### config.mk
export PLATFORM = sky130hd
export DESIGN_NAME = mux32to1_str
export DESIGN_NICKNAME = d
export VERILOG_FILES = /design/src/rtl/mux32to1_str_pkg.sv /design/src/rtl/mux32to1_str_mux2.sv /design/src/rtl/mux32to1_str.sv
export SDC_FILE = /design/constraint.sdc
export NUM_CORES = 1
export LEC_CHECK = 0
export BUFFER_PORTS_ARGS = -buffer_cell sky130_fd_sc_hd__buf_2
export CORE_AREA = 2 2 39 41
export CTS_BUF_LIST = sky130_fd_sc_hd__clkbuf_4 sky130_fd_sc_hd__clkbuf_8 sky130_fd_sc_hd__clkbuf_16
export DETAILED_ROUTE_END_ITERATION = 8
export DIE_AREA = 0 0 41 43
export PLACE_DENSITY = 0.66
export SETUP_SLACK_MARGIN = 0.15
export SYNTH_ARGS = -nofsm -noshare
export SYNTH_HDL_FRONTEND = slang
export SYNTH_SLANG_ARGS = --single-unit
### constraint.sdc
create_clock -name clk -period 1.1 [get_ports clk]
set_clock_uncertainty 0.15 [all_clocks]
set_input_delay 0 -clock clk [delete_from_list [all_inputs] [get_ports clk]]
set_output_delay 0 -clock clk [all_outputs]
set_load 0.02 [all_outputs]
### src/rtl/mux32to1_str_pkg.sv
`default_nettype none
// ============================================================================
// mux32to1_str_pkg : shared width constants for the 32:1 mux tree
// Revision 1.0
// ============================================================================
package mux32to1_str_pkg;

  localparam int N_IN  = 32;
  localparam int SEL_W = 5;

endpackage : mux32to1_str_pkg
`default_nettype wire

### src/rtl/mux32to1_str_mux2.sv
`default_nettype none
// ============================================================================
// mux2to1_str : gate-level 2:1 mux cell, out = s ? in1 : in0
// Revision 1.0
// ============================================================================
module mux2to1_str (
  input  logic in0,
  input  logic in1,
  input  logic s,
  output logic out
);

  logic w_s_n;

  // AND-OR form keeps an X/Z on the unselected input from reaching out.
  assign w_s_n = ~s;
  assign out   = (in0 & w_s_n) | (in1 & s);

endmodule : mux2to1_str
`default_nettype wire

### src/rtl/mux32to1_str.sv
`default_nettype none
// ============================================================================
// mux32to1_str : 32:1 bit mux as a 5-level tree of mux2 cells, plus a
//                registered copy of the result
// Revision 1.0
// ============================================================================
module mux32to1_str
  import mux32to1_str_pkg::*;
(
  input  logic             clk,
  input  logic             rst,
  input  logic [SEL_W-1:0] sel,
  input  logic [N_IN-1:0]  a,
  output logic             y,
  output logic             y_q
);

  // Heap-ordered tree: node n is fed by nodes 2n and 2n+1; leaves 32..63 hold a[0..31].
  logic [2*N_IN-1:1] w_tree;
  logic              y_d;

  assign w_tree[2*N_IN-1:N_IN] = a;

  for (genvar lvl = 0; lvl < SEL_W; lvl++) begin : g_lvl
    for (genvar k = 0; k < (N_IN >> (lvl + 1)); k++) begin : g_cell
      localparam int NODE = (N_IN >> (lvl + 1)) + k;
      mux2to1_str u_mux2 (
        .in0 (w_tree[2*NODE]),
        .in1 (w_tree[2*NODE+1]),
        .s   (sel[lvl]),
        .out (w_tree[NODE])
      );
    end
  end

  assign y_d = w_tree[1];
  assign y   = y_d;

  always_ff @(posedge clk or posedge rst) begin
    if (rst) begin
      y_q <= 1'b0;
    end else begin
      y_q <= y_d;
    end
  end

endmodule : mux32to1_str
`default_nettype wire

Yosys cells after proc, flatten, opt, wreduce, memory -nomap -nowiden
Cells that the tools add are included.

word-level totals
  flip-flop bits (word level) = 1
  bits in read-only memories = 0
  memories kept = 0
  word-level logic and storage cells = 99
  bits in latches = 0
  RAM bits = 0
  input port bits = 39

operators by class
  div/mod/pow operators = 0
  reduce and logical (&&, ||, !) cells = 0
  shift operators = 0
  multiply operators = 0
  $add $sub $neg = 0
  multiplexer cells = 0
  $lt $le $gt $ge = 0
  bitwise gates (word level) = 98
  eq/ne operators = 0

operators with widths
  operator       count
  $and A1 B1 Y1  62
  $or A1 B1 Y1   31
  $not A1 Y1     5

Logic depth before layout (Yosys ltp)
  word-level depth = 11
  depth in mapped cells = 7
  depth with buffers taken out = 5

Hierarchy
From an unflattened synthesis, not the netlist that was laid out.

second synthesis, totals
  cell total of the unflattened synthesis = 33
  area total of the unflattened synthesis = 494.2 µm²

modules (own cells, without submodules)
  module        instances  cells each  seq. area each (µm²)  area each (µm²)
  mux2to1_str   31         1           0.0                   15.0
  mux32to1_str  1          2           25.0                  28.8

Least setup slack after synthesis
Ideal clock, no wire load.

  path kind = in2reg
  start = in sel[1]
  end = reg y_q
  setup slack = -0.199 ns
  buffers on the path = 2
  library setup time = 0.167 ns
  data arrival time = 0.982 ns
  cell stages on the path = 7
  cells stage by stage = buf_6 -> buf_12 -> mux2i_1 -> a22oi_1 -> nand3_1 -> nand2_1 -> a311o_1

between the ends
  cells in the longest elaborated chain, start to end = 9
  elaborated cells between the ends (all ways) = 46

RTL lines
  what                  RTL line                 RTL
  from (decl)           mux32to1_str.sv:12       input logic [SEL_W-1:0] sel,
  $not A1 Y1            mux32to1_str_mux2.sv:16  assign w_s_n = ~s;
  $and A1 B1 Y1         mux32to1_str_mux2.sv:17  assign out = (in0 & w_s_n) | (in1 & s);
  $or A1 B1 Y1          mux32to1_str_mux2.sv:17
  $and A1 B1 Y1         mux32to1_str_mux2.sv:17
  $or A1 B1 Y1          mux32to1_str_mux2.sv:17
  $and A1 B1 Y1         mux32to1_str_mux2.sv:17
  $or A1 B1 Y1          mux32to1_str_mux2.sv:17
  $and A1 B1 Y1         mux32to1_str_mux2.sv:17
  $or A1 B1 Y1 (*)      mux32to1_str_mux2.sv:17
  via y                 mux32to1_str.sv:14       output logic y,
  to (signal assigned)  mux32to1_str.sv:43       y_q <= y_d;
  to (decl)             mux32to1_str.sv:15       output logic y_q

Mark *: on every way through the listed nets, which the timed path passes. The rest lies on a longest branch.

Worst setup path after layout
  start = in sel[1]
  end = out y

between the ends
  cells in the longest elaborated chain, start to end = 9
  elaborated cells between the ends (all ways) = 46

RTL lines
  what              RTL line
  $not A1 Y1        mux32to1_str_mux2.sv:16
  $and A1 B1 Y1     mux32to1_str_mux2.sv:17
  $or A1 B1 Y1      mux32to1_str_mux2.sv:17
  $and A1 B1 Y1     mux32to1_str_mux2.sv:17
  $or A1 B1 Y1      mux32to1_str_mux2.sv:17
  $and A1 B1 Y1     mux32to1_str_mux2.sv:17
  $or A1 B1 Y1      mux32to1_str_mux2.sv:17
  $and A1 B1 Y1     mux32to1_str_mux2.sv:17
  $or A1 B1 Y1 (*)  mux32to1_str_mux2.sv:17
  to (decl)         mux32to1_str.sv:14

Mark *: on every way between the ends. The rest lies on a longest branch, timed or not.

==> results by group <==
Drt
  – DRC errors left: 0
  – Starting DRT DRC Count: 4
  – DRT antenna net count: 0
  – DR pass1 iterations: 4
  – Vias: 471
  – Final Routed Wirelength: 1.03 mm
  – Vias/cell: 4.62
  – Avg WL per Cell: 10.1 um

Timing
  – RSZ-0062 raised after global routing: true
  – Hold Fails Final Rpt: 0
  – Fin crit share: 115%
  – Setup ws final: -0.163 ns
  – Slew Limit Fails: 0
  – Slew HR: 82.0%
  – Setup Viol. Count Final: 2
  – Min cycle time layout: 1.26 ns
  – Worst slew pin tran: 0.270 ns
  – Max Fclk: 792 MHz

Run
  – Maxcap violations: 0

Worst setup path
  – CP max-delay cell: a311o_1
  – Worst setup path class: input pin to output pin
  – Critical Path AT: 1.11 ns
  – Critical path required time: 0.95 ns
  – CP most frequent cell: buf_12
  – Crit-path max FO: 6
  – Crit-path cells: buf_12 -> buf_12 -> buf_16 -> mux2i_1 -> nand2_1 -> a311o_1 -> buf_6
  – Critical path startpoint category: input pin
  – CP Capture Type: output pin
  – CP max stage delay: 0.39 ns

Finish
  – Layout cells sized above 1: 52.3%
  – Syn-to-layout area delta: 87.3%
  – Antenna fix cells: 0
  – Fillers: 144
  – Top Registers: y_q x1
  – End-of-flow core utilization: 47.9%
  – Nets: 127
  – Max reg flops: 1
  – Reg with most FFs: y_q

Status
  – Outcome: complete, but fails checks
  – Failing checks: setup timing

Die
  – Row count: 14
  – Initial core utilization: 25.6%
  – Die height: 43 um
  – Die area: 1760 um2
  – Io pins: 41
  – Die span in x: 41 um
  – Core box area: 1380 um2

Yosys
  – Synth cell count leaders: 16 x mux2i_1, 6 x nand2_1, 4 x a22oi_1
  – Post-synth EDFFs: 0
  – Synth unique cells: 17
  – Most common cell in the netlist: mux2i_1
  – Post-synth top area share: 45.2%
  – Flops & latches, synth: 1
  – Area leader, netlist: mux2i_1
  – Syn_nets: 82
  – Mapped cell area: 354 um2
  – Cell count after synthesis: 43
  – Ys flop type: dfrtp_1
  – Post-Syn Area per Cell: 8.23 um2
  – Seq/Total Area, Yosys: 7.07%
  – Ys async rst share: 100%
  – Yosys warning total: 0
  – Synth top area cells: mux2i_1 45%, a22oi_1 8.5%, dfrtp_1 7.1%, nand2_1 6.4%, buf_12 5.7%

Global route
  – Overflow after GRT: 0
  – Vias in the first global route: 441
  – Global-route wire length before repair: 1.55 mm
  – Largest net degree at the start of global routing: 7
  – GRT Total Usage: 11.7%
  – Initial antenna violation count: 0

Power and ir drop
  – Pwr Total: 289 uW
  – PwrDens: 436 nW/um2
  – Peak supply drop: 0.146 mV
  – Leak: 0.000369 uW

Worst hold path
  – Worst min-delay path class: input pin to asynchronous set/reset pin

Placement
  – GPL Wtd Cong: 0.721
  – Buffers on Ports: 40
  – Place WS: -0.285 ns

Clock tree
  – Clock transition at path regs: 0 ns
path summary, 6_finish.rpt:
check | start | end | slack, ns | depth (start not counted)
worst max-delay path | sel[1] | y | -0.16 | 7
worst min-delay path | rst | y_q | 0.24 | 3
max in group asynchronous | rst | y_q | 0.47 | 3
min in group clk | y_q | y_q | 0.30 | 1
metrics by stage:
step                      setup TNS (ns)  area (um2)  hold slack, ns  std cells
after floorplan                   -0.178         363          -0.421         43
after global placement            -0.504         583          -0.316         99
after detailed placement          -0.539         583          -0.313         99
after CTS                         -0.324         643           0.237        101
after global routing              -0.453         663           0.258        102
final                             -0.323         663           0.239        102
layout make-up:
class,instances,area (um2),area share [%]
timing repair buffer,45,319,48.1
multi-input combinational,39,295,44.5
sequential,1,25.0,3.77
tap,16,20.0,3.02
inverter,1,3.75,0.566
worst max-delay path, delay by kind of cell:
kind	cells	cell delay, ns
buffers and inverters	4	0.50
AND/OR/NAND/NOR	1	0.07
AO/OA/AOI/OAI	1	0.39
multiplexers	1	0.15
power breakdown:
part,internal [uW],switching [uW],total [uW]
logic,149,96.3,245
registers,42.8,1.10,43.9
clock network,0,0,0
per-layer routing:
metal | part of all wire, % | track usage [%] | up-vias
met5 | 0 | 0 | -
met4 | 0 | 0 | 0
met3 | 7.2 | 0 | 0
met2 | 52 | 21.3 | 17
met1 | 40 | 15.6 | 204
li1 | - | - | 250
logic make-up (layout without fill, tap and decap cells):
logic type             count (synthesis)  in the layout  synth area share, %
multiplexers                          16             16                 45.2
AND/OR/NAND/NOR                       14             14                 20.1
AO/OA/AOI/OAI                          9              9                 17.7
buffers and inverters                  3             46                 9.89
flip-flops                             1              1                 7.07
timing repair:
item	CTS	global route
hold buffers	1	0
setup endpoints to repair	2	2
pin swaps	2	0
gates cloned	1	0
endpoints found under the hold margin	1	0
buffers inserted	0	1
gates resized for setup	8	0
cells in the final DEF, fill, tap and decap left out, types with 2 or more instances in the layout:
| cell type | n |
|---|---|
| nand2_1 | 6 |
| a22oi_1 | 4 |
| a21oi_1 | 3 |
| mux2i_1 | 16 |
| nand3_1 | 2 |
| buf_12 | 4 |
| buf_2 | 38 |
Note: power is estimated with default switching activity, not from simulation.
